## config.mk

```make
export PLATFORM = sky130hd
export DESIGN_NAME = mem_arbiter
export DESIGN_NICKNAME = d
export VERILOG_FILES = /design/src/rtl/mem_arb_pkg.sv /design/src/rtl/arb_id_fifo.sv /design/src/rtl/mem_arbiter.sv
export SDC_FILE = /design/constraint.sdc
export NUM_CORES = 1
export LEC_CHECK = 0
export BUFFER_PORTS_ARGS = -buffer_cell sky130_fd_sc_hd__buf_4
export CORE_AREA = 2 2 123 125
export CTS_BUF_LIST = sky130_fd_sc_hd__clkbuf_4 sky130_fd_sc_hd__clkbuf_8 sky130_fd_sc_hd__clkbuf_16
export DETAILED_ROUTE_END_ITERATION = 10
export DIE_AREA = 0 0 125 127
export HOLD_SLACK_MARGIN = 0.12
export PLACE_DENSITY_LB_ADDON = 0.3
export SYNTH_ARGS = -nofsm -noshare
export SYNTH_HDL_FRONTEND = slang
export SYNTH_SLANG_ARGS = --single-unit
```

## constraint.sdc

```tcl
create_clock -name clk -period 2.6 [get_ports clk]
set_clock_uncertainty 0.2 [all_clocks]
set_input_delay 0.39 -clock clk [delete_from_list [all_inputs] [get_ports clk]]
set_output_delay 0.39 -clock clk [all_outputs]
set_load 0.05 [all_outputs]
```

## src/rtl/mem_arb_pkg.sv

```systemverilog
// ============================================================================
// mem_arb_pkg : shared IDs, size encodings and request field widths
// Revision    : 1.0
// ============================================================================
`default_nettype none

package mem_arb_pkg;

  localparam logic ID_INST = 1'b0;
  localparam logic ID_DATA = 1'b1;

  localparam logic [1:0] SZ_BYTE = 2'd0;
  localparam logic [1:0] SZ_HALF = 2'd1;
  localparam logic [1:0] SZ_WORD = 2'd2;

  localparam int SIZE_W  = 2;
  localparam int WSTRB_W = 4;

endpackage

`default_nettype wire

```

## src/rtl/arb_id_fifo.sv

```systemverilog
// ============================================================================
// arb_id_fifo : in-order 1-bit master-ID FIFO for outstanding transactions
// Revision    : 1.0
// ============================================================================
`default_nettype none

module arb_id_fifo #(
  parameter int DEPTH = 4
) (
  input  logic                   clk,
  input  logic                   resetn,
  input  logic                   push,
  input  logic                   pop,
  input  logic                   din,
  output logic                   dout,
  output logic                   full,
  output logic                   empty,
  output logic [$clog2(DEPTH):0] cnt
);

  localparam int PTR_W = $clog2(DEPTH);
  localparam int CNT_W = PTR_W + 1;
  localparam logic [CNT_W-1:0] c_cnt_full = CNT_W'(DEPTH);

  logic             r_mem [DEPTH];
  logic [PTR_W-1:0] r_wr_ptr;
  logic [PTR_W-1:0] r_rd_ptr;
  logic [CNT_W-1:0] r_cnt;
  logic             w_do_push;
  logic             w_do_pop;

  assign full      = (r_cnt == c_cnt_full);
  assign empty     = (r_cnt == '0);
  assign cnt       = r_cnt;
  assign dout      = r_mem[r_rd_ptr];
  assign w_do_push = push & ~full;
  assign w_do_pop  = pop & ~empty;

  // Pointers are exactly log2(DEPTH) bits wide, so they wrap on their own.
  always_ff @(posedge clk or negedge resetn) begin
    if (!resetn) begin
      r_wr_ptr <= '0;
      r_rd_ptr <= '0;
      r_cnt    <= '0;
      for (int i = 0; i < DEPTH; i++) r_mem[i] <= 1'b0;
    end else begin
      if (w_do_push) begin
        r_mem[r_wr_ptr] <= din;
        r_wr_ptr        <= r_wr_ptr + PTR_W'(1);
      end
      if (w_do_pop) r_rd_ptr <= r_rd_ptr + PTR_W'(1);
      if (w_do_push && !w_do_pop)      r_cnt <= r_cnt + CNT_W'(1);
      else if (w_do_pop && !w_do_push) r_cnt <= r_cnt - CNT_W'(1);
    end
  end

endmodule

`default_nettype wire

```

## src/rtl/mem_arbiter.sv

```systemverilog
// ============================================================================
// mem_arbiter : inst/data two-master to one-slave SRAM-like memory arbiter
// Revision    : 1.0
// ============================================================================
`default_nettype none

module mem_arbiter
  import mem_arb_pkg::*;
#(
  parameter int ADDR_W    = 32,
  parameter int DATA_W    = 32,
  parameter int MAX_OUTST = 4
) (
  input  logic               clk,
  input  logic               resetn,

  input  logic               inst_req,
  input  logic               inst_wr,
  input  logic [SIZE_W-1:0]  inst_size,
  input  logic [WSTRB_W-1:0] inst_wstrb,
  input  logic [ADDR_W-1:0]  inst_addr,
  input  logic [DATA_W-1:0]  inst_wdata,
  output logic               inst_addr_ok,
  output logic               inst_data_ok,
  output logic [DATA_W-1:0]  inst_rdata,

  input  logic               data_req,
  input  logic               data_wr,
  input  logic [SIZE_W-1:0]  data_size,
  input  logic [WSTRB_W-1:0] data_wstrb,
  input  logic [ADDR_W-1:0]  data_addr,
  input  logic [DATA_W-1:0]  data_wdata,
  output logic               data_addr_ok,
  output logic               data_data_ok,
  output logic [DATA_W-1:0]  data_rdata,

  output logic               mem_req,
  output logic               mem_wr,
  output logic [SIZE_W-1:0]  mem_size,
  output logic [WSTRB_W-1:0] mem_wstrb,
  output logic [ADDR_W-1:0]  mem_addr,
  output logic [DATA_W-1:0]  mem_wdata,
  input  logic               mem_addr_ok,
  input  logic               mem_data_ok,
  input  logic [DATA_W-1:0]  mem_rdata
);

  localparam int CNT_W = $clog2(MAX_OUTST) + 1;
  localparam logic [CNT_W-1:0] c_cnt_full = CNT_W'(MAX_OUTST);

  logic             r_lock;
  logic             r_lock_id;
  logic             r_prefer;

  logic             w_grant;
  logic             w_grant_vld;
  logic             w_both;
  logic             w_sel_req;
  logic             w_accept;
  logic             w_push;
  logic             w_pop;
  logic             w_head_id;
  logic             w_fifo_full;
  logic             w_fifo_empty;
  logic [CNT_W-1:0] w_cnt;

  assign w_both = inst_req & data_req;

  always_comb begin
    w_grant     = ID_INST;
    w_grant_vld = 1'b0;
    if (r_lock) begin
      w_grant     = r_lock_id;
      w_grant_vld = 1'b1;
    end else if (w_both) begin
      w_grant     = r_prefer;
      w_grant_vld = 1'b1;
    end else if (inst_req) begin
      w_grant     = ID_INST;
      w_grant_vld = 1'b1;
    end else if (data_req) begin
      w_grant     = ID_DATA;
      w_grant_vld = 1'b1;
    end
  end

  assign w_sel_req = (w_grant == ID_DATA) ? data_req : inst_req;
  // Registered count gates the request, so a same-cycle pop cannot free a slot.
  assign mem_req   = w_grant_vld & w_sel_req & (w_cnt != c_cnt_full);

  always_comb begin
    mem_wr    = 1'b0;
    mem_size  = '0;
    mem_wstrb = '0;
    mem_addr  = '0;
    mem_wdata = '0;
    if (w_grant_vld) begin
      if (w_grant == ID_DATA) begin
        mem_wr    = data_wr;
        mem_size  = data_size;
        mem_wstrb = data_wstrb;
        mem_addr  = data_addr;
        mem_wdata = data_wdata;
      end else begin
        mem_wr    = inst_wr;
        mem_size  = inst_size;
        mem_wstrb = inst_wstrb;
        mem_addr  = inst_addr;
        mem_wdata = inst_wdata;
      end
    end
  end

  assign w_accept     = mem_req & mem_addr_ok;
  assign inst_addr_ok = w_accept & (w_grant == ID_INST);
  assign data_addr_ok = w_accept & (w_grant == ID_DATA);

  assign w_push       = w_accept & ~w_fifo_full;
  assign w_pop        = mem_data_ok & ~w_fifo_empty;
  assign inst_data_ok = w_pop & (w_head_id == ID_INST);
  assign data_data_ok = w_pop & (w_head_id == ID_DATA);
  assign inst_rdata   = mem_rdata;
  assign data_rdata   = mem_rdata;

  arb_id_fifo #(
    .DEPTH (MAX_OUTST)
  ) u_id_fifo (
    .clk    (clk),
    .resetn (resetn),
    .push   (w_push),
    .pop    (w_pop),
    .din    (w_grant),
    .dout   (w_head_id),
    .full   (w_fifo_full),
    .empty  (w_fifo_empty),
    .cnt    (w_cnt)
  );

  // Lock keeps a presented-but-unaccepted request on the same master.
  always_ff @(posedge clk or negedge resetn) begin
    if (!resetn) begin
      r_lock    <= 1'b0;
      r_lock_id <= ID_INST;
      r_prefer  <= ID_DATA;
    end else begin
      if (w_accept) begin
        r_lock <= 1'b0;
        if (w_both) r_prefer <= ~w_grant;
      end else if (mem_req) begin
        r_lock    <= 1'b1;
        r_lock_id <= w_grant;
      end
    end
  end

endmodule

`default_nettype wire

```

==> impl_table.tex <==
\begin{tabular}{lr}
\hline
Metric & Value \\
\hline
\multicolumn{2}{l}{\textbf{Placement}} \\
\quad Final weighted congestion in routability-driven placement & 0.785 \\
\quad Cell area after placement & 3700 µm² \\
\quad Buffers added on ports & 223 \\
\quad Final HPWL DP & 8.74 mm \\
\multicolumn{2}{l}{\textbf{Synthesis}} \\
\quad Post-synth top area cell & buf\_4 \\
\quad Dominant combinational cell family by area after synthesis & buffers and inverters \\
\quad Number of distinct library cells after synthesis & 34 \\
\quad Warnings from Yosys & 0 \\
\quad Main flop type after synthesis & dfrtp\_1 \\
\quad Seq/Total Area, Yosys & 0.153 \\
\quad Syn Inst Count & 368 \\
\quad Synthesized-area fraction occupied by and/or/nand/nor cells & 0.274 \\
\quad Fraction of registers with async set or reset after synthesis & 1.00 \\
\quad FF+latch count, synth & 14 \\
\quad Compound-cell area share of the yosys netlist & 0.211 \\
\quad Multiplexer area fraction after synthesis & 0.0196 \\
\quad Summed instance area of the synthesized netlist & 2300 µm² \\
\quad Mapped Nets & between 500 and 600 \\
\quad Post-synthesis xor/xnor area fraction & 0.0229 \\
\quad Number of enable-type register cells in the synthesized netlist & 0 \\
\quad Cells taking the most area after synthesis & buf\_4 25\%, nand2\_1 23\%, a21oi\_1 16\%, dfrtp\_1 14\%, ha\_1 2.7\% \\
\quad Top-area cell type share of the netlist area & 0.249 \\
\quad Syn\_area\_per\_cell & 6.24 µm² \\
\quad Adder and majority gate portion of the synthesized area & 0.0360 \\
\multicolumn{2}{l}{\textbf{Critical path}} \\
\quad Worst endpoint required time & 2.01 ns \\
\quad Buffers and inverters on the worst path & 2 \\
\quad Cell family contributing the most delay on the critical path & flip-flops \\
\quad Endpoint arrival time on the critical path & around 1.9 ns \\
\quad Worst reg2reg setup slack & 0.16 ns \\
\quad Critical Path Start & r\_lock \\
\quad Destination of the worst register-to-register timing path & u\_id\_fifo.cnt[1] \\
\quad Critical path's largest stage delay & 0.45 ns \\
\quad Cell depth of the worst flop-to-flop path & 8 \\
\quad Standard cell with the maximum stage delay on the critical path & dfrtp\_1 \\
\quad Critical Setup Path Class & reg2out \\
\quad Worst R2R Start & u\_id\_fifo.cnt[1] \\
\quad Critical Path Fanout Max & 38 \\
\quad Cells traversed along the worst timing path & nor2b\_2 > a21o\_2 > buf\_12 > nand2\_1 > a21oi\_1 > buf\_4 \\
\quad Kind of end point of the critical path & output port \\
\quad Launching element type of the critical path & register \\
\multicolumn{2}{l}{\textbf{STA}} \\
\quad Setup repair after global routing missed its margin & false \\
\quad Least-Margin Pin Slew & 0.408 ns \\
\quad Setup\_tns & 0 ns \\
\quad Tmin final & 2.52 ns \\
\quad Post-route clock period utilization & 0.971 \\
\quad Final setup viols & 0 \\
\quad Final Hold Vio Count & 0 \\
\quad Maximum achievable frequency & around 400 MHz \\
\quad Max-slew headroom & 0.728 \\
\quad Final-report max-slew violation count & 0 \\
\multicolumn{2}{l}{\textbf{CTS}} \\
\quad Root buffer cell & clkbuf\_16 \\
\quad Clock network latency to the later pin of the worst-skew pair & 0.25 ns \\
\quad CTS Buffer Depth & 2 \\
\quad Clock transition time at the flip-flop clock pins of the worst setup and hold paths & 0.05 ns \\
\quad H-tree levels & 1 \\
\quad Total clock sinks & 14 \\
\quad CTS tree & built \\
\quad Num CTS Buffers & 3 \\
\quad Post-CTS setup buffer count & 0 \\
\multicolumn{2}{l}{\textbf{Detailed routing}} \\
\quad DRC errors left & 0 \\
\quad Vias & 2,899 \\
\quad Routed wire length per instance & 15.0 µm \\
\quad Routed Antenna Nets & 0 \\
\quad Final WL & 10.5 mm \\
\quad Vias per std cell & slightly above 4 \\
\quad Drt first-iter violations & 88 \\
\quad Detailed Routing Iterations Pass 1 & 4 \\
\multicolumn{2}{l}{\textbf{Floorplan}} \\
\quad Die Width & 125 µm \\
\quad Initial cell density of the core & 0.159 \\
\quad I/O Pins & 320 \\
\quad Chip height & between 100 and 150 µm \\
\quad Floorplan Core Area & 14,400 µm² \\
\quad Area of the die & 15,900 µm² \\
\quad Number of placement rows & 44 \\
\multicolumn{2}{l}{\textbf{Global routing}} \\
\quad Initial antenna violation count & 0 \\
\quad Number of global-route vias before repair & 2,791 \\
\quad Wire length of the first global-routing pass & 15.4 mm \\
\quad Congestion Overflow GR & 0 \\
\quad Maximum number of pins on one net before global-route repair & 40 \\
\quad Aggregate global-route resource usage & 0.119 \\
\multicolumn{2}{l}{\textbf{Final layout}} \\
\quad Relative area change from synthesis to final layout & 65.7\% \\
\quad Share of post-route cells with drive strength above 1 & 0.480 \\
\quad Number of antenna cells inserted & 0 \\
\quad Post-route standard cell area excluding fillers & 3800 µm² \\
\quad Final \#Nets & 702 \\
\multicolumn{2}{l}{\textbf{Flow run}} \\
\quad Max-cap violation count & 0 \\
\multicolumn{2}{l}{\textbf{Worst hold path}} \\
\quad Launch instance of the worst min-delay path & data\_req \\
\quad Hold depth & 3 \\
\quad Hold-critical path endpoint & r\_prefer \\
\quad Hold Crit Class & in2reg \\
\multicolumn{2}{l}{\textbf{Power and ir drop}} \\
\quad Static leakage & $\sim$0.002 µW \\
\quad Power per cell area & between 1500 and 2000 nW/µm² \\
\quad Total power after layout & 6280 µW \\
\quad IR Drop Worst-Case VDD & about 0.85 mV \\
\multicolumn{2}{l}{\textbf{Status}} \\
\quad Outcome & finished clean \\
\hline
\end{tabular}
[timing repair]
action / CTS / global route
hold endpoints to repair: 14 / 0
setup endpoints to repair: 0 / 2
resized for setup: 0 / 2
hold buffers: 1 / 0
[cell families (layout without fill, tap and decap cells)]
kind of cell             after synthesis  after routing
adder cells (fa/ha/maj)                6              6
XOR/XNOR                               6              6
multiplexers                           3              3
buffers and inverters                 95            242
AND/OR/NAND/NOR                      157            157
flip-flops                            14             14
AO/OA/AOI/OAI                         87             87
[report_power, final]
group	switching [µW]	leakage (µW)	internal [µW]
clock	89.6	0.0000442	233
combinational	3790	0.00176	1720
sequential	111	0.000160	342
total	3990	0.00196	2290
[stage by stage]
step	utilization	setup slack (ns)	hold slack (ns)	instances
after floorplan	-	0.142	-0.106	368
after global placement	0.256	0.164	0.0492	694
after detailed placement	0.256	0.112	0.0518	694
after CTS	0.263	0.0784	0.244	699
after global routing	0.264	0.00104	0.266	699
final	0.264	0.0757	0.240	699
[tightest hold or removal path: stages]
cell     delay, ns
buf_4         0.13
nand4_1       0.09
o21ai_1       0.07
[worst max-delay path by stage]
stage                            end  slack (ns)  depth (start not counted)
floorplan                mem_addr[0]        0.14                          6
global placement    u_id_fifo.cnt[1]        0.16                          9
detailed placement  u_id_fifo.cnt[1]        0.11                          9
CTS                    mem_wdata[22]        0.08                          6
global route           mem_wdata[18]       0.001                          6
finish                 mem_wdata[22]        0.08                          6
[registers in the layout, summed over array words and instances, names as in the netlist]
| signal | flops |
|---|---|
| u_id_fifo.r_mem | 4 |
| r_lock | 1 |
| r_prefer | 1 |
| u_id_fifo.cnt | 3 |
| u_id_fifo.r_rd_ptr | 2 |
| r_lock_id | 1 |
| u_id_fifo.r_wr_ptr | 2 |
[layout make-up]
type                       instances  area [µm²]
inverter                           6        22.5
multi-input combinational        259        1320
tap                              184         230
fill                            1612       10600
sequential                        14         352
timing repair buffer             232        1790
clock buffer                       4        88.8
[per-layer routing]
metal,track usage,share of wire
met1,0.129,0.36
met3,0.0356,0.091
met4,0.0288,0.020
met2,0.225,0.53
met5,0,0
[layout by cell type, fill, tap and decap left out, types with 2 or more instances in the layout]
master     count
nand2_1      143
nor2_1         5
buf_4        227
a21oi_1       70
buf_12         4
clkbuf_16      3
a21oi_2        2
dfrtp_1       13
ha_1           5
xnor2_1        3
a41oi_1        4
inv_1          6
a31oi_1        5
xor2_1         3
[Yosys cell counts, types with 3 or more instances]
| cell type | instances |
|---|---|
| a41oi_1 | 4 |
| ha_1 | 5 |
| clkbuf_1 | 11 |
| xnor2_1 | 3 |
| nand2_1 | 143 |
| nor2_1 | 5 |
| inv_1 | 6 |
| a21oi_1 | 72 |
| buf_4 | 76 |
| xor2_1 | 3 |
| a31oi_1 | 5 |
| dfrtp_1 | 13 |
No activity file was read; power rests on OpenSTA's default activity.
